**src/rtl/fa_n_bit_pkg.sv**
```systemverilog
`default_nettype none
// ============================================================================
// Module      : fa_n_bit_pkg
// Description : Shared datapath constants and helpers for the ripple adder.
// Revision    : 1.0 - initial release
// ============================================================================
package fa_n_bit_pkg;

    localparam int DATA_WIDTH = 32;

    // Signed overflow is the disagreement between carry into and out of the MSB.
    function automatic logic overflow_flag(input logic carry_into_msb,
                                           input logic carry_out_msb);
        return carry_into_msb ^ carry_out_msb;
    endfunction

endpackage : fa_n_bit_pkg
`default_nettype wire

```
**src/rtl/fa_n_bit_if.sv**
```systemverilog
`default_nettype none
// ============================================================================
// Module      : fa_n_bit_if
// Description : Operand/result bundle for the WIDTH-bit adder (bit 0 = MSB).
// Revision    : 1.0 - initial release
// ============================================================================
interface fa_n_bit_if
    import fa_n_bit_pkg::*;
#(
    parameter int WIDTH = DATA_WIDTH
);
    logic [0:WIDTH-1] A;
    logic [0:WIDTH-1] B;
    logic             cin;
    logic [0:WIDTH-1] Sum;
    logic             cout;
    logic             of;

    modport master (
        output A, B, cin,
        input  Sum, cout, of
    );

    modport slave (
        input  A, B, cin,
        output Sum, cout, of
    );
endinterface : fa_n_bit_if
`default_nettype wire

```
**src/rtl/fa_n_bit_full_adder.sv**
```systemverilog
`default_nettype none
// ============================================================================
// Module      : full_adder
// Description : Single-bit full adder cell used to build the ripple chain.
// Revision    : 1.0 - initial release
// ============================================================================
module full_adder (
    input  logic a,
    input  logic b,
    input  logic ci,
    output logic s,
    output logic co
);
    assign s  = a ^ b ^ ci;
    assign co = (a & b) | (a & ci) | (b & ci);
endmodule : full_adder
`default_nettype wire

```
**src/rtl/fa_n_bit.sv**
```systemverilog
`default_nettype none
// ============================================================================
// Module      : fa_n_bit
// Description : WIDTH-bit ripple-carry adder with registered sum/carry/overflow.
// Revision    : 1.0 - initial release
// ============================================================================
module fa_n_bit
    import fa_n_bit_pkg::*;
#(
    parameter int WIDTH = DATA_WIDTH
) (
    input  wire logic   clk,
    input  wire logic   reset,
    fa_n_bit_if.slave   bus
);
    // Carry index follows the operand bit ordering: w_carry[WIDTH] enters the LSB.
    logic [0:WIDTH]   w_carry;
    logic [0:WIDTH-1] w_sum;
    logic             w_ovf;

    logic [0:WIDTH-1] r_sum;
    logic             r_cout;
    logic             r_of;

    assign w_carry[WIDTH] = bus.cin;

    for (genvar i = 0; i < WIDTH; i++) begin : g_stage
        full_adder u_fa (
            .a  (bus.A[i]),
            .b  (bus.B[i]),
            .ci (w_carry[i+1]),
            .s  (w_sum[i]),
            .co (w_carry[i])
        );
    end

    assign w_ovf = overflow_flag(w_carry[1], w_carry[0]);

    always_ff @(posedge clk or posedge reset) begin
        if (reset) begin
            r_sum  <= '0;
            r_cout <= 1'b0;
            r_of   <= 1'b0;
        end else begin
            r_sum  <= w_sum;
            r_cout <= w_carry[0];
            r_of   <= w_ovf;
        end
    end

    assign bus.Sum  = r_sum;
    assign bus.cout = r_cout;
    assign bus.of   = r_of;

endmodule : fa_n_bit
`default_nettype wire

```
**src/flat_wrapper.sv**
```systemverilog
// flat-port wrapper written by rule: the top's interface ports become plain ports
module fa_n_bit_flat import fa_n_bit_pkg::*;
#(
    parameter int WIDTH = DATA_WIDTH
)
  (clk, reset, bus_A, bus_B, bus_cin, bus_Sum, bus_cout, bus_of);
  fa_n_bit_if #(.WIDTH(WIDTH)) bus_i ();
  input  wire logic clk;
  input  wire logic reset;
  input wire logic [$bits(bus_i.A)-1:0] bus_A;
  input wire logic [$bits(bus_i.B)-1:0] bus_B;
  input wire logic [$bits(bus_i.cin)-1:0] bus_cin;
  output wire logic [$bits(bus_i.Sum)-1:0] bus_Sum;
  output wire logic [$bits(bus_i.cout)-1:0] bus_cout;
  output wire logic [$bits(bus_i.of)-1:0] bus_of;
  assign bus_i.A = bus_A;
  assign bus_i.B = bus_B;
  assign bus_i.cin = bus_cin;
  assign bus_Sum = bus_i.Sum;
  assign bus_cout = bus_i.cout;
  assign bus_of = bus_i.of;
  fa_n_bit #(.WIDTH(WIDTH)) u_core (.clk(clk), .reset(reset), .bus(bus_i));
endmodule
```
**config.mk**
```make
export PLATFORM = sky130hd
export DESIGN_NAME = fa_n_bit_flat
export DESIGN_NICKNAME = d
export VERILOG_FILES = /design/src/rtl/fa_n_bit_pkg.sv /design/src/rtl/fa_n_bit_if.sv /design/src/rtl/fa_n_bit_full_adder.sv /design/src/rtl/fa_n_bit.sv /design/src/flat_wrapper.sv
export SDC_FILE = /design/constraint.sdc
export NUM_CORES = 1
export LEC_CHECK = 0
export BUFFER_PORTS_ARGS = -buffer_cell sky130_fd_sc_hd__clkbuf_2
export CAP_MARGIN = 30
export CORE_MARGIN = 2
export CORE_UTILIZATION = 37
export CTS_CLUSTER_DIAMETER = 60
export DETAILED_ROUTE_END_ITERATION = 10
export GPL_ROUTABILITY_DRIVEN = 0
export GPL_TIMING_DRIVEN = 0
export PLACE_DENSITY = 0.75
export SKIP_LAST_GASP = 1
export SLEW_MARGIN = 20
export SYNTH_ARGS = -nofsm -noshare
export SYNTH_HDL_FRONTEND = slang
export SYNTH_HIERARCHICAL = 1
export SYNTH_SLANG_ARGS = --single-unit
```
**constraint.sdc**
```tcl
create_clock -name clk -period 0.92 [get_ports clk]
set_clock_uncertainty 0.15 [all_clocks]
set_input_delay 0.092 -clock clk [delete_from_list [all_inputs] [get_ports clk]]
set_output_delay 0.092 -clock clk [all_outputs]
set_load 0.005 [all_outputs]
```
Word-level counts from Yosys, hierarchy flattened
Index checks and enable logic that the tools add are counted.
{"block": "op_classes", "bitwise_logic": 225}
{"cell": "AND 1 bit", "count": 96}
{"cell": "XOR 1 bit", "count": 65}
{"cell": "OR 1 bit", "count": 64}
{"block": "totals", "reg_bits": 34, "input_bits": 67, "out_inout_bits": 34, "elab_cells": 228}

Longest topological paths before layout
Gate-level depths: netlist of the first run.
{"block": "logic_depth", "word_depth": 97, "mapped_depth": 33, "ltp_nobuf": 33}

Hierarchy
Netlist of the first run, hierarchy kept.
{"module": "fa_n_bit", "n_inst": 1, "cells_per_inst": 36, "area_per_inst_um2": 863.3, "seq_area_each_um2": 850.8}
{"module": "full_adder", "n_inst": 32, "cells_per_inst": 1, "area_per_inst_um2": 20.0, "seq_area_each_um2": 0.0}

Least setup slack after synthesis of the first run
No wires, ideal clock.
{"block": "synth_timing", "path_type": "input to register", "start": "input port bus_A[0]", "end": "register u_core.r_of, in the netlist u_core/bus.of", "setup_time_ns": 0.125, "arrival_ns": 12.499, "required_ns": 0.645, "setup_slack_ns": -11.855, "stages": 33, "path_buffers": 0, "cell_sequence": "fa_1 > fa_1 > fa_1 > fa_1 > fa_1 > fa_1 > fa_1 > fa_1 > fa_1 > fa_1 > fa_1 > fa_1 > fa_1 > fa_1 > fa_1 > fa_1 > fa_1 > fa_1 > fa_1 > fa_1 > fa_1 > fa_1 > fa_1 > fa_1 > fa_1 > fa_1 > fa_1 > fa_1 > fa_1 > fa_1 > fa_1 > fa_1 > xor2_1"}
{"block": "synth_between", "elab_chain_cells": 97, "elab_cells_between_ends": 129, "cone_classes": "bitwise: 129"}
{"element": "start, declared", "line_no": "flat_wrapper.sv:10", "text": "input wire logic [$bits(bus_i.A)-1:0] bus_A;"}
{"element": "AND 1 bit", "line_no": "fa_n_bit_full_adder.sv:15", "text": "assign co = (a & b) | (a & ci) | (b & ci);"}
{"element": "OR 1 bit (*) (2 in series)", "line_no": "fa_n_bit_full_adder.sv:15"}
{"element": "AND 1 bit", "line_no": "fa_n_bit_full_adder.sv:15"}
{"element": "OR 1 bit", "line_no": "fa_n_bit_full_adder.sv:15"}
{"element": "OR 1 bit (*)", "line_no": "fa_n_bit_full_adder.sv:15"}
{"element": "net u_core.w_carry (one bit)", "line_no": "fa_n_bit.sv:17", "text": "logic [0:WIDTH] w_carry;"}
{"element": "AND 1 bit", "line_no": "fa_n_bit_full_adder.sv:15"}
{"element": "OR 1 bit", "line_no": "fa_n_bit_full_adder.sv:15"}
{"element": "[1 not listed]"}
{"element": "net u_core.w_carry (one bit)", "line_no": "fa_n_bit.sv:17"}
{"element": "[3 not listed]"}
{"element": "net u_core.w_carry (one bit)", "line_no": "fa_n_bit.sv:17"}
{"element": "[3 not listed]"}
{"element": "net u_core.w_carry (one bit)", "line_no": "fa_n_bit.sv:17"}
{"element": "[3 not listed]"}
{"element": "net u_core.w_carry (one bit)", "line_no": "fa_n_bit.sv:17"}
{"element": "[3 not listed]"}
{"element": "net u_core.w_carry (one bit)", "line_no": "fa_n_bit.sv:17"}
{"element": "[3 not listed]"}
{"element": "net u_core.w_carry (one bit)", "line_no": "fa_n_bit.sv:17"}
{"element": "[3 not listed]"}
{"element": "net u_core.w_carry (one bit)", "line_no": "fa_n_bit.sv:17"}
{"element": "[3 not listed]"}
{"element": "net u_core.w_carry (one bit)", "line_no": "fa_n_bit.sv:17"}
{"element": "[3 not listed]"}
{"element": "net u_core.w_carry (one bit)", "line_no": "fa_n_bit.sv:17"}
{"element": "[3 not listed]"}
{"element": "net u_core.w_carry (one bit)", "line_no": "fa_n_bit.sv:17"}
{"element": "[3 not listed]"}
{"element": "net u_core.w_carry (one bit)", "line_no": "fa_n_bit.sv:17"}
{"element": "[3 not listed]"}
{"element": "net u_core.w_carry (one bit)", "line_no": "fa_n_bit.sv:17"}
{"element": "[3 not listed]"}
{"element": "net u_core.w_carry (one bit)", "line_no": "fa_n_bit.sv:17"}
{"element": "[3 not listed]"}
{"element": "net u_core.w_carry (one bit)", "line_no": "fa_n_bit.sv:17"}
{"element": "[3 not listed]"}
{"element": "net u_core.w_carry (one bit)", "line_no": "fa_n_bit.sv:17"}
{"element": "[3 not listed]"}
{"element": "net u_core.w_carry (one bit)", "line_no": "fa_n_bit.sv:17"}
{"element": "[3 not listed]"}
{"element": "net u_core.w_carry (one bit)", "line_no": "fa_n_bit.sv:17"}
{"element": "[3 not listed]"}
{"element": "net u_core.w_carry (one bit)", "line_no": "fa_n_bit.sv:17"}
{"element": "[3 not listed]"}
{"element": "net u_core.w_carry (one bit)", "line_no": "fa_n_bit.sv:17"}
{"element": "[3 not listed]"}
{"element": "net u_core.w_carry (one bit)", "line_no": "fa_n_bit.sv:17"}
{"element": "[3 not listed]"}
{"element": "net u_core.w_carry (one bit)", "line_no": "fa_n_bit.sv:17"}
{"element": "[3 not listed]"}
{"element": "net u_core.w_carry (one bit)", "line_no": "fa_n_bit.sv:17"}
{"element": "[3 not listed]"}
{"element": "net u_core.w_carry (one bit)", "line_no": "fa_n_bit.sv:17"}
{"element": "[3 not listed]"}
{"element": "net u_core.w_carry (one bit)", "line_no": "fa_n_bit.sv:17"}
{"element": "[3 not listed]"}
{"element": "net u_core.w_carry (one bit)", "line_no": "fa_n_bit.sv:17"}
{"element": "[3 not listed]"}
{"element": "net u_core.w_carry (one bit)", "line_no": "fa_n_bit.sv:17"}
{"element": "[3 not listed]"}
{"element": "net u_core.w_carry (one bit)", "line_no": "fa_n_bit.sv:17"}
{"element": "[3 not listed]"}
{"element": "net u_core.w_carry (one bit)", "line_no": "fa_n_bit.sv:17"}
{"element": "[2 not listed]"}
{"element": "OR 1 bit (*)", "line_no": "fa_n_bit_full_adder.sv:15"}
{"element": "net u_core.w_carry (one bit)", "line_no": "fa_n_bit.sv:17"}
{"element": "AND 1 bit", "line_no": "fa_n_bit_full_adder.sv:15"}
{"element": "OR 1 bit", "line_no": "fa_n_bit_full_adder.sv:15"}
{"element": "OR 1 bit (*)", "line_no": "fa_n_bit_full_adder.sv:15"}
{"element": "net u_core.w_carry (one bit)", "line_no": "fa_n_bit.sv:17"}
{"element": "XOR 1 bit (*)", "line_no": "fa_n_bit_pkg.sv:14", "text": "return carry_into_msb ^ carry_out_msb;"}
{"element": "net u_core.w_ovf", "line_no": "fa_n_bit.sv:19", "text": "logic w_ovf;"}
{"element": "end signal, assigned", "line_no": "fa_n_bit.sv:47", "text": "r_of <= w_ovf;"}
{"element": "end, declared", "line_no": "fa_n_bit.sv:23", "text": "logic r_of;"}
Mark *: on every way through the listed nets, which the timed path passes. The rest lies on a longest branch.

Worst setup path in the final report of the first run
{"block": "layout_timing", "start": "input port bus_A[0]", "end": "register u_core.r_of, in the netlist u_core/bus.of"}
{"block": "layout_between", "elab_chain_cells": 97, "elab_cells_between_ends": 129, "cone_classes": "bitwise: 129"}
{"element": "AND 1 bit", "line_no": "fa_n_bit_full_adder.sv:15"}
{"element": "OR 1 bit (*) (2 in series)", "line_no": "fa_n_bit_full_adder.sv:15"}
{"element": "net u_core.w_carry (one bit)", "line_no": "fa_n_bit.sv:17"}
{"element": "AND 1 bit", "line_no": "fa_n_bit_full_adder.sv:15"}
{"element": "OR 1 bit", "line_no": "fa_n_bit_full_adder.sv:15"}
{"element": "OR 1 bit (*)", "line_no": "fa_n_bit_full_adder.sv:15"}
{"element": "net u_core.w_carry (one bit)", "line_no": "fa_n_bit.sv:17"}
{"element": "AND 1 bit", "line_no": "fa_n_bit_full_adder.sv:15"}
{"element": "[2 not listed]"}
{"element": "net u_core.w_carry (one bit)", "line_no": "fa_n_bit.sv:17"}
{"element": "[3 not listed]"}
{"element": "net u_core.w_carry (one bit)", "line_no": "fa_n_bit.sv:17"}
{"element": "[3 not listed]"}
{"element": "net u_core.w_carry (one bit)", "line_no": "fa_n_bit.sv:17"}
{"element": "[3 not listed]"}
{"element": "net u_core.w_carry (one bit)", "line_no": "fa_n_bit.sv:17"}
{"element": "[3 not listed]"}
{"element": "net u_core.w_carry (one bit)", "line_no": "fa_n_bit.sv:17"}
{"element": "[3 not listed]"}
{"element": "net u_core.w_carry (one bit)", "line_no": "fa_n_bit.sv:17"}
{"element": "[3 not listed]"}
{"element": "net u_core.w_carry (one bit)", "line_no": "fa_n_bit.sv:17"}
{"element": "[3 not listed]"}
{"element": "net u_core.w_carry (one bit)", "line_no": "fa_n_bit.sv:17"}
{"element": "[3 not listed]"}
{"element": "net u_core.w_carry (one bit)", "line_no": "fa_n_bit.sv:17"}
{"element": "[3 not listed]"}
{"element": "net u_core.w_carry (one bit)", "line_no": "fa_n_bit.sv:17"}
{"element": "[3 not listed]"}
{"element": "net u_core.w_carry (one bit)", "line_no": "fa_n_bit.sv:17"}
{"element": "[3 not listed]"}
{"element": "net u_core.w_carry (one bit)", "line_no": "fa_n_bit.sv:17"}
{"element": "[3 not listed]"}
{"element": "net u_core.w_carry (one bit)", "line_no": "fa_n_bit.sv:17"}
{"element": "[3 not listed]"}
{"element": "net u_core.w_carry (one bit)", "line_no": "fa_n_bit.sv:17"}
{"element": "[3 not listed]"}
{"element": "net u_core.w_carry (one bit)", "line_no": "fa_n_bit.sv:17"}
{"element": "[3 not listed]"}
{"element": "net u_core.w_carry (one bit)", "line_no": "fa_n_bit.sv:17"}
{"element": "[3 not listed]"}
{"element": "net u_core.w_carry (one bit)", "line_no": "fa_n_bit.sv:17"}
{"element": "[3 not listed]"}
{"element": "net u_core.w_carry (one bit)", "line_no": "fa_n_bit.sv:17"}
{"element": "[3 not listed]"}
{"element": "net u_core.w_carry (one bit)", "line_no": "fa_n_bit.sv:17"}
{"element": "[3 not listed]"}
{"element": "net u_core.w_carry (one bit)", "line_no": "fa_n_bit.sv:17"}
{"element": "[3 not listed]"}
{"element": "net u_core.w_carry (one bit)", "line_no": "fa_n_bit.sv:17"}
{"element": "[3 not listed]"}
{"element": "net u_core.w_carry (one bit)", "line_no": "fa_n_bit.sv:17"}
{"element": "[3 not listed]"}
{"element": "net u_core.w_carry (one bit)", "line_no": "fa_n_bit.sv:17"}
{"element": "[3 not listed]"}
{"element": "net u_core.w_carry (one bit)", "line_no": "fa_n_bit.sv:17"}
{"element": "[3 not listed]"}
{"element": "net u_core.w_carry (one bit)", "line_no": "fa_n_bit.sv:17"}
{"element": "[3 not listed]"}
{"element": "net u_core.w_carry (one bit)", "line_no": "fa_n_bit.sv:17"}
{"element": "[3 not listed]"}
{"element": "net u_core.w_carry (one bit)", "line_no": "fa_n_bit.sv:17"}
{"element": "[3 not listed]"}
{"element": "net u_core.w_carry (one bit)", "line_no": "fa_n_bit.sv:17"}
{"element": "[2 not listed]"}
{"element": "OR 1 bit (*)", "line_no": "fa_n_bit_full_adder.sv:15"}
{"element": "net u_core.w_carry (one bit)", "line_no": "fa_n_bit.sv:17"}
{"element": "AND 1 bit", "line_no": "fa_n_bit_full_adder.sv:15"}
{"element": "OR 1 bit", "line_no": "fa_n_bit_full_adder.sv:15"}
{"element": "OR 1 bit (*)", "line_no": "fa_n_bit_full_adder.sv:15"}
{"element": "net u_core.w_carry (one bit)", "line_no": "fa_n_bit.sv:17"}
{"element": "XOR 1 bit (*)", "line_no": "fa_n_bit_pkg.sv:14"}
{"element": "net u_core.w_ovf", "line_no": "fa_n_bit.sv:19"}
Marks and branches as above.

==> metrics.csv, run 1 <==
stage;metric;value;unit
status;outcome;finished, violations left;
status;failing checks;negative hold slack, negative setup slack;
drt;Initial DRC Count;12;
worst_setup_path;slowest cell delay on critical path;0.38;ns
worst_setup_path;Startpoint Class;input port;
power;sw power;1.05;mW
clocking;clk buf depth;2;
global_route;GRT Total Usage;17.2;%
clocking;clock root cell;clkbuf_8;
final_layout;multi-input logic area;729;um^2
power;cell-internal power;2.90;mW
worst_setup_path;most used cell, CP;fa_2;
sta;fin worst setup slack;-10.68;ns
global_route;met2 Usage GRT;30.5;%
synth;Yosys cell types;4;
synth;#FFs+latches synth;34;
synth;Synthesized Nets;167;
global_route;first-pass GRT wire length;5350;um
global_route;pin count of the biggest net entering global routing;35;
drt;DR WL/cell;14.8;um
final_layout;commonest non-fill, non-tap cell in the layout;clkbuf_2;
final_layout;filler cell count;325;
synth;Synth Warn #;6;
drt;final WL;3390;um
floorplan;Die Area;4590;um^2
worst_setup_path;CP Max Fanout;2;
worst_setup_path;CP arrival;11.62;ns
clocking;CTS tree;yes;
worst_setup_path;crit end category;flip-flop;
sta;max-slew violation total from the final report;0;
final_layout;share of layout cells above drive strength 1;79.9;%
sta;relative slew slack;51.5;%
drt;DRC;0;
sta;final setup vio count;67;
clocking;clock-pin slew on the worst setup and hold paths;0.06;ns
synth;sequential share of the synthesized area;56.6;%
final_layout;n_diodes;0;
sta;setup_tns;-190.12;ns
drt;Final ANT Viol Nets;0;
sta;achievable frequency;86.2;MHz
global_route;GRT met1 Usage;17.0;%
global_route;GRT Residual Overflow;0;
power;Clock power frac;28.4;%
power;power per standard cell area;1740;nW/um^2
floorplan;DIE HEIGHT;67.8;um
final_layout;P&R area growth vs syn;51.0;%
synth;synthesized area per cell;22.1;um^2
sta;final period utilization;1260;%
power;worst vdd ir;1.09;mV
floorplan;CORE AREA;3940;um^2
power;Switching Fraction;26.5;%
global_route;vias in the first global route;1214;
placement;Post-DP HPWL;2960;um
drt;First-pass DRT Iterations;4;
drt;DR vias;993;
final_layout;most frequent cells in the layout;clkbuf_2, dfrtp_1, fa_2;
sta;worst slew pin tran;0.726;ns
sta;min Tclk post-route;11.60;ns
clocking;H-tree depth;2;
global_route;antenna violations before repair;0;
clocking;CTS Buf Count;5;
floorplan;die outline width;67.8;um
global_route;GRT busiest layer;met2;
floorplan;initial core utilization;38.1;%
final_layout;Reg area;851;um^2
floorplan;Rows;23;
final_layout;cell area after layout;2270;um^2
drt;Via-to-Cell Ratio;4.34;
synth;Mapped Cells;68;
worst_setup_path;CP Class;in -> reg;
final_layout;Final nets;277;
placement;Placed Area;2150;um^2
sta;Fin. Hold Viols;65;
clocking;CTS sink cnt;34;
worst_setup_path;slowest cell on the critical path;fa_2;
floorplan;Ports;101;
worst_hold_path;HP Class;in -> async;
global_route;met3 Usage GRT;7.33;%
power;Comb power frac;24.3;%
sta;RSZ-0062 raised after global routing;true;
power;Leakage Power;1.09;nW
placement;PortBufs;100;
sta;hold slack;-0.241;ns
worst_setup_path;Worst EP required;0.94;ns
power;Reg power frac;47.3;%
final_layout;Finished Core Util;57.6;%
synth;Mapped Area;1500;um^2
job;Max Cap Viol;0;
per-stage QoR:
| step | setup WS [ns] | cells | power, mW |
|---|---|---|---|
| 3_5_place_dp | -11.04 | 218 | 2.87 |
| 5_1_grt | -10.91 | 229 | 4.25 |
| 4_1_cts | -10.70 | 228 | 4.02 |
| 2_1_floorplan | -10.56 | 68 | 2.21 |
| 6_report | -10.68 | 229 | 3.95 |
| 3_3_place_gp | -10.88 | 218 | 2.77 |
synth_stat cells, drive strengths merged:
library cell / number / area, um^2
xor2: 1 / 8.76
fa: 32 / 641
inv: 1 / 3.75
dfrtp: 34 / 851
how the worst max path moves through the flow:
stage,from,to,slack [ns],depth (start not counted)
2_1_floorplan,bus_A[0],u_core/bus.of$_DFF_PP0_,-10.56,33
5_1_grt,bus_A[0],u_core/bus.of$_DFF_PP0_,-10.91,34
3_5_place_dp,bus_A[0],u_core/bus.of$_DFF_PP0_,-11.04,34
3_3_place_gp,bus_A[0],u_core/bus.of$_DFF_PP0_,-10.88,34
4_1_cts,bus_A[0],u_core/bus.of$_DFF_PP0_,-10.70,34
6_report,bus_A[0],u_core/bus.of$_DFF_PP0_,-10.68,34
metal layers:
layer / share of wire [%] / wire length (um) / vias to the layer above
met3: 11 / 371 / 8
met5: 0 / 0 / -
li1: - / - / 423
met1: 29 / 969 / 502
met2: 58 / 1980 / 60
met4: 2.1 / 71 / 0
power by group through the flow:
stage	Sequential (mW)	Clock, mW	Combinational (mW)
finish	1.87	1.12	0.958
global route	1.90	1.24	1.11
CTS	1.87	1.17	0.984
detailed placement	1.90	0	0.977
global placement	1.89	0	0.888
floorplan	1.93	0	0.276
repair_timing:
item | CTS | global route
pin swaps | 1 | 0
setup buffers | 2 | 1
setup endpoints to repair | 67 | 67
resized for setup | 0 | 1
hold endpoints to repair | 66 | 64
cell type report:
class | count | area share, %
clock buffers | 7 | 3.80
repair buffers | 103 | 23.3
well taps | 50 | 2.75
clock inverters | 1 | 0.220
flip-flops and latches | 34 | 37.5
multi-input cells | 33 | 32.1
inverters | 1 | 0.331
worst max-delay path, delay by kind of cell:
kind / cells / cell delay [ns]
fa+ha+maj: 32 / 11.28
xor+xnor: 1 / 0.16
buf+inv: 1 / 0.09
flip-flops by register name, indices dropped and copies added (netlist names):
register         flops
u_core/bus.Sum      32
u_core/bus.cout      1
u_core/bus.of        1
cells by family after synthesis:
kind of cell	after synthesis	share of synthesized area (%)
buffers and inverters	1	0.249
xor gates and xnor gates	1	0.582
DFF	34	56.6
adders and majority gates	32	42.6
(Power assumes the default switching activity.)
==> run 2: changes to the inputs <==
--- a/config.mk
+++ b/config.mk
@@ -5,15 +5,14 @@
 export SDC_FILE = /design/constraint.sdc
 export NUM_CORES = 1
 export LEC_CHECK = 0
-export BUFFER_PORTS_ARGS = -buffer_cell sky130_fd_sc_hd__clkbuf_2
 export CAP_MARGIN = 30
-export CORE_MARGIN = 2
-export CORE_UTILIZATION = 37
+export CORE_UTILIZATION = 55
 export CTS_CLUSTER_DIAMETER = 60
 export DETAILED_ROUTE_END_ITERATION = 10
+export DONT_BUFFER_PORTS = 1
 export GPL_ROUTABILITY_DRIVEN = 0
 export GPL_TIMING_DRIVEN = 0
-export PLACE_DENSITY = 0.75
+export PLACE_DENSITY = 0.73
 export SKIP_LAST_GASP = 1
 export SLEW_MARGIN = 20
 export SYNTH_ARGS = -nofsm -noshare
==> constraint.sdc (replaced) <==
create_clock -name clk -period 9.85 [get_ports clk]
set_clock_uncertainty 0.15 [all_clocks]
set_input_delay 0.985 -clock clk [delete_from_list [all_inputs] [get_ports clk]]
set_output_delay 0.985 -clock clk [all_outputs]
set_load 0.005 [all_outputs]
==> run 2 against run 1 <==
Effect of this change:
- via count down 41%
- worst setup slack better by 8.3 ns
- die area down 36%
- sequential power down 90%
- design area down 26%
- core utilization up 9.0 points
- critical path depth down 1
- the flow finishes with violations (negative setup slack)
- clock power down 94%
- sequential share of layout area up 13 points
- global-route usage down 1.0 points
- worst hold slack better by 0.73 ns
- highest routed layer unchanged
==> metrics.csv, run 2 (synthesized netlist as in run 1, its figures left out) <==
stage;metric;value;unit;change
global_route;GRT met1 Usage;16.2;%;was 17.0%
status;outcome;finished, violations left;;unchanged
drt;DR vias;583;;was 993
global_route;GRT Residual Overflow;0;;unchanged
worst_setup_path;CP Max Fanout;2;;unchanged
clocking;Hold-fix buffers, CTS;0;;
final_layout;share of layout cells above drive strength 1;53.3;%;was 79.9%
global_route;antenna violations before repair;0;;unchanged
job;Max Cap Viol;0;;unchanged
sta;achievable frequency;81.7;MHz;
sta;relative slew slack;55.6;%;was 51.5%
worst_setup_path;slowest cell delay on critical path;0.37;ns;was 0.38 ns
worst_setup_path;crit end category;flip-flop;;unchanged
worst_setup_path;slowest cell on the critical path;fa_2;;unchanged
placement;Post-Place Cells;98;;was 218
clocking;clock-pin slew on the worst setup and hold paths;0.09;ns;was 0.06 ns
final_layout;P&R area growth vs syn;11.7;%;was 51.0%
global_route;GRT Total Usage;16.1;%;was 17.2%
sta;final period utilization;124;%;
floorplan;Rows;18;;was 23
power;Leakage Power;0.647;nW;was 1.09 nW
clocking;H-tree depth;2;;unchanged
floorplan;DIE HEIGHT;54.3;um;was 67.8 um
global_route;met2 Usage GRT;24.4;%;was 30.5%
drt;First-pass DRT Iterations;1;;was 4
power;worst vdd ir;0.141;mV;was 1.09 mV
sta;max-slew violation total from the final report;0;;unchanged
worst_setup_path;Startpoint Class;input port;;unchanged
clocking;CTS tree;yes;;unchanged
clocking;CTS Buf Count;5;;unchanged
clocking;CTS sink cnt;34;;unchanged
clocking;clk buf depth;2;;unchanged
drt;DRC;0;;unchanged
clocking;clock root cell;clkbuf_4;;was clkbuf_8
sta;worst slew pin tran;0.665;ns;was 0.726 ns
final_layout;final instance count without filler cells;105;;was 229
global_route;GRT busiest layer;met2;;unchanged
final_layout;most frequent cells in the layout;dfrtp_1, fa_2, clkbuf_4;;was clkbuf_2, dfrtp_1, fa_2
final_layout;filler cell count;152;;was 325
floorplan;initial core utilization;59.6;%;was 38.1%
final_layout;commonest non-fill, non-tap cell in the layout;dfrtp_1;;was clkbuf_2
sta;setup_tns;-13.59;ns;was -190.12 ns
final_layout;n_diodes;0;;unchanged
worst_hold_path;HP Class;in -> async;;unchanged
status;failing checks;negative setup slack;;was negative hold slack, negative setup slack
floorplan;die outline width;54.3;um;was 67.8 um
sta;RSZ-0062 raised after global routing;true;;unchanged
drt;final WL;2080;um;was 3390 um
worst_setup_path;CP Class;in -> reg;;unchanged
final_layout;Finished Core Util;66.6;%;was 57.6%
drt;Initial DRC Count;0;;was 12
sta;Fin. Hold Viols;0;;was 65
floorplan;Ports;101;;unchanged
drt;DR WL/cell;19.8;um;was 14.8 um
worst_setup_path;CP arrival;12.30;ns;was 11.62 ns
placement;PortBufs;0;;was 100
final_layout;Final nets;175;;was 277
floorplan;CORE AREA;2520;um^2;was 3940 um^2
clocking;# resized after CTS;0;;unchanged
worst_setup_path;most used cell, CP;fa_2;;unchanged
final_layout;multi-input logic area;729;um^2;unchanged
global_route;first-pass GRT wire length;2930;um;was 5350 um
floorplan;Die Area;2950;um^2;was 4590 um^2
final_layout;Reg area;851;um^2;unchanged
final_layout;max reg flops;32;;unchanged
sta;min Tclk post-route;12.24;ns;
worst_setup_path;Worst EP required;9.91;ns;was 0.94 ns
power;power per standard cell area;170;nW/um^2;was 1740 nW/um^2
placement;Post-DP HPWL;1830;um;was 2960 um
drt;Final ANT Viol Nets;0;;unchanged
sta;final setup vio count;9;;was 67
global_route;pin count of the biggest net entering global routing;35;;unchanged
drt;Via-to-Cell Ratio;5.55;;was 4.34
sta;fin worst setup slack;-2.39;ns;was -10.68 ns
global_route;vias in the first global route;601;;was 1214
global_route;met3 Usage GRT;10.8;%;was 7.33%
==> run 2: worst max-delay path, delay by kind of cell <==
family                     cells  cell delay [ns]
xor gates and xnor gates       1             0.16
adders and majority gates     32            11.12
==> run 2: what timing repair did <==
item                                   in CTS  in global routing
setup endpoints to repair                   9                 10
pin swaps                                   1                  0
endpoints found under the hold margin       0                  0
setup buffers                               1                  0
==> run 2: path summary, 6_finish.rpt <==
path | from | endpoint | slack [ns] | depth (start not counted)
max in group asynchronous | reset | u_core/bus.Sum[15]$_DFF_PP0_ | 8.62 | 1
hold / removal | reset | u_core/bus.Sum[11]$_DFF_PP0_ | 0.49 | 1
min in group clk | bus_B[22] | u_core/bus.Sum[9]$_DFF_PP0_ | 0.72 | 1
setup / recovery | bus_A[0] | u_core/bus.of$_DFF_PP0_ | -2.39 | 33
==> run 2: final cells by class <==
cell class                      count  share of cell area (%)
Inverter                            1                   0.223
Tap cell                           30                    2.23
Clock buffer                        6                    3.05
Sequential cell                    34                    50.6
Timing Repair Buffer                1                   0.447
Multi-Input combinational cell     33                    43.4
==> run 2: stage by stage <==
step | power [mW] | setup WS, ns | cell area, um^2 | hold slack (ns)
floorplan | 0.206 | -2.52 | 1580 | 0.977
global placement | 0.216 | -2.71 | 1620 | 1.04
detailed placement | 0.221 | -2.79 | 1620 | 0.851
CTS | 0.292 | -2.41 | 1680 | 0.495
global route | 0.307 | -2.68 | 1680 | 0.534
finish | 0.286 | -2.39 | 1680 | 0.489
==> run 2: where the power goes <==
group          switching [mW]  internal [mW]
registers              0.0143          0.167
logic                  0.0161         0.0179
clock network          0.0382         0.0321
total                  0.0686          0.217
==> run 2: layer usage <==
| layer | vias up | routed length [um] |
|---|---|---|
| li1 | 219 | - |
| met1 | 303 | 567 |
| met2 | 56 | 1130 |
| met3 | 5 | 333 |
| met4 | 0 | 49 |
| met5 | - | 0 |
==> run 3: changes to the inputs <==
--- a/config.mk
+++ b/config.mk
@@ -12,7 +12,9 @@
 export DONT_BUFFER_PORTS = 1
 export GPL_ROUTABILITY_DRIVEN = 0
 export GPL_TIMING_DRIVEN = 0
+export MAX_ROUTING_LAYER = met4
 export PLACE_DENSITY = 0.73
+export REMOVE_ABC_BUFFERS = 1
 export SKIP_LAST_GASP = 1
 export SLEW_MARGIN = 20
 export SYNTH_ARGS = -nofsm -noshare
==> run 3 against run 2 <==
Effect of this change:
- the run still ends with negative setup slack left
- cell count is 0.95% higher
- global-route usage increased by 1.3 points
- core utilization decreased by 0.25 points
- maximum frequency is 0.37% lower
- sequential cell count unchanged
- first-iteration DRC count rose by 5
- largest cell class unchanged
==> metrics.csv, run 3 (synthesized netlist as in run 1, its figures left out) <==
stage;metric;value;unit;change
global_route;GRT Residual Overflow;0;;unchanged
sta;relative slew slack;54.3;%;was 55.6%
drt;Final ANT Viol Nets;0;;unchanged
drt;final WL;2250;um;was 2080 um
worst_setup_path;CP arrival;12.35;ns;was 12.30 ns
worst_setup_path;Buf+Inv Stages, Crit Path;0;;unchanged
sta;max-slew violation total from the final report;0;;unchanged
status;failing checks;negative setup slack;;unchanged
sta;RSZ-0062 raised after global routing;true;;unchanged
global_route;GRT Total Usage;17.5;%;was 16.1%
worst_setup_path;CP Max Fanout;2;;unchanged
sta;fin worst setup slack;-2.44;ns;was -2.39 ns
sta;achievable frequency;81.4;MHz;was 81.7 MHz
status;outcome;finished, violations left;;unchanged
final_layout;share of layout cells above drive strength 1;51.3;%;was 53.3%
sta;final period utilization;125;%;was 124%
drt;DR WL/cell;21.3;um;was 19.8 um
clocking;H-tree depth;2;;unchanged
floorplan;Ports;101;;unchanged
worst_setup_path;Startpoint Class;input port;;unchanged
global_route;antenna violations before repair;0;;unchanged
job;Max Cap Viol;0;;unchanged
global_route;vias in the first global route;647;;was 601
sta;final setup vio count;9;;unchanged
clocking;CTS Buf Count;5;;unchanged
floorplan;CORE AREA;2520;um^2;unchanged
clocking;Hold-fix buffers, CTS;0;;unchanged
power;Tot Pwr;0.284;mW;was 0.286 mW
drt;Via-to-Cell Ratio;5.46;;was 5.55
floorplan;Die Area;2950;um^2;unchanged
worst_setup_path;Worst EP required;9.92;ns;was 9.91 ns
global_route;first-pass GRT wire length;2990;um;was 2930 um
worst_setup_path;slowest cell delay on critical path;0.38;ns;was 0.37 ns
drt;DRC;0;;unchanged
clocking;clock-pin slew on the worst setup and hold paths;0.09;ns;about the same
final_layout;commonest non-fill, non-tap cell in the layout;dfrtp_1;;unchanged
worst_setup_path;slowest cell on the critical path;fa_2;;unchanged
power;Leakage Power;0.642;nW;was 0.647 nW
sta;Fin. Hold Viols;0;;unchanged
drt;First-pass DRT Iterations;2;;was 1
placement;PortBufs;0;;unchanged
placement;Post-DP HPWL;1880;um;was 1830 um
worst_setup_path;most used cell, CP;fa_2;;unchanged
floorplan;initial core utilization;59.6;%;unchanged
worst_setup_path;CP Class;in -> reg;;unchanged
worst_setup_path;crit end category;flip-flop;;unchanged
clocking;clk buf depth;2;;unchanged
floorplan;DIE HEIGHT;54.3;um;unchanged
global_route;pin count of the biggest net entering global routing;35;;unchanged
final_layout;P&R area growth vs syn;11.3;%;was 11.7%
clocking;clock root cell;clkbuf_4;;unchanged
worst_setup_path;family with the most delay on the worst path;adder cells;;unchanged
sta;worst slew pin tran;0.684;ns;was 0.665 ns
clocking;CTS tree;yes;;unchanged
floorplan;Rows;18;;unchanged
final_layout;Final nets;175;;unchanged
final_layout;max reg flops;32;;unchanged
final_layout;n_diodes;0;;unchanged
floorplan;die outline width;54.3;um;unchanged
power;power per standard cell area;169;nW/um^2;was 170 nW/um^2
placement;dpl ws;-4.36;ns;was -2.79 ns
clocking;CTS sink cnt;34;;unchanged
worst_hold_path;HP Class;in -> async;;unchanged
sta;min Tclk post-route;12.29;ns;was 12.24 ns
drt;DR vias;579;;was 583
drt;Initial DRC Count;5;;was 0
final_layout;most frequent cells in the layout;dfrtp_1, fa_2, clkbuf_4;;unchanged
power;worst vdd ir;0.122;mV;was 0.141 mV
run 3: layer usage:
layer | part of all wire [%] | up-vias | track usage [%]
met5 | 0 | - | -
met3 | 11 | 5 | 8.89
met4 | 2.1 | 0 | 10.3
li1 | - | 217 | -
met1 | 32 | 297 | 18.0
met2 | 54 | 60 | 26.6
run 3: report_power, final:
part | leakage (nW) | internal [mW] | total, mW | switching [mW]
logic | 0.221 | 0.0183 | 0.0348 | 0.0166
registers | 0.396 | 0.167 | 0.182 | 0.0145
clock network | 0.0254 | 0.0269 | 0.0672 | 0.0403
run 3: worst paths after layout:
kind                       startpoint                            to  slack (ns)  cells past startpoint
min in group clk            bus_B[27]   u_core/bus.Sum[4]$_DFF_PP0_        0.71                      1
worst min-delay path            reset  u_core/bus.Sum[10]$_DFF_PP0_        0.49                      1
max in group asynchronous       reset  u_core/bus.Sum[15]$_DFF_PP0_        8.62                      1
worst max-delay path         bus_A[0]       u_core/bus.of$_DFF_PP0_       -2.44                     33
run 3: area by class of cell:
type / instances / area (um^2)
Tap cell: 30 / 37.5
Fill cell: 164 / 848
Multi-Input combinational cell: 33 / 729
Sequential cell: 34 / 851
Timing Repair Buffer: 1 / 7.51
Clock buffer: 7 / 45.0
Inverter: 1 / 3.75
run 3: repair_timing:
action,in CTS,in global routing
cloned,0,0
gates resized for setup,32,0
setup buffers,1,0
pin swaps,4,4
endpoints found under the setup margin,12,10
run 3: stage by stage:
step | utilization (%) | hold slack, ns | cells | TNS (ns) | instance area (um^2)
finish | 66.4 | 0.491 | 106 | -14.04 | 1670
floorplan | - | 0.977 | 68 | -26.93 | 1500
CTS | 66.4 | 0.490 | 106 | -14.70 | 1670
global placement | 61.1 | 1.00 | 98 | -30.35 | 1540
global route | 66.4 | 0.525 | 106 | -15.91 | 1670
detailed placement | 61.1 | 0.861 | 98 | -32.86 | 1540
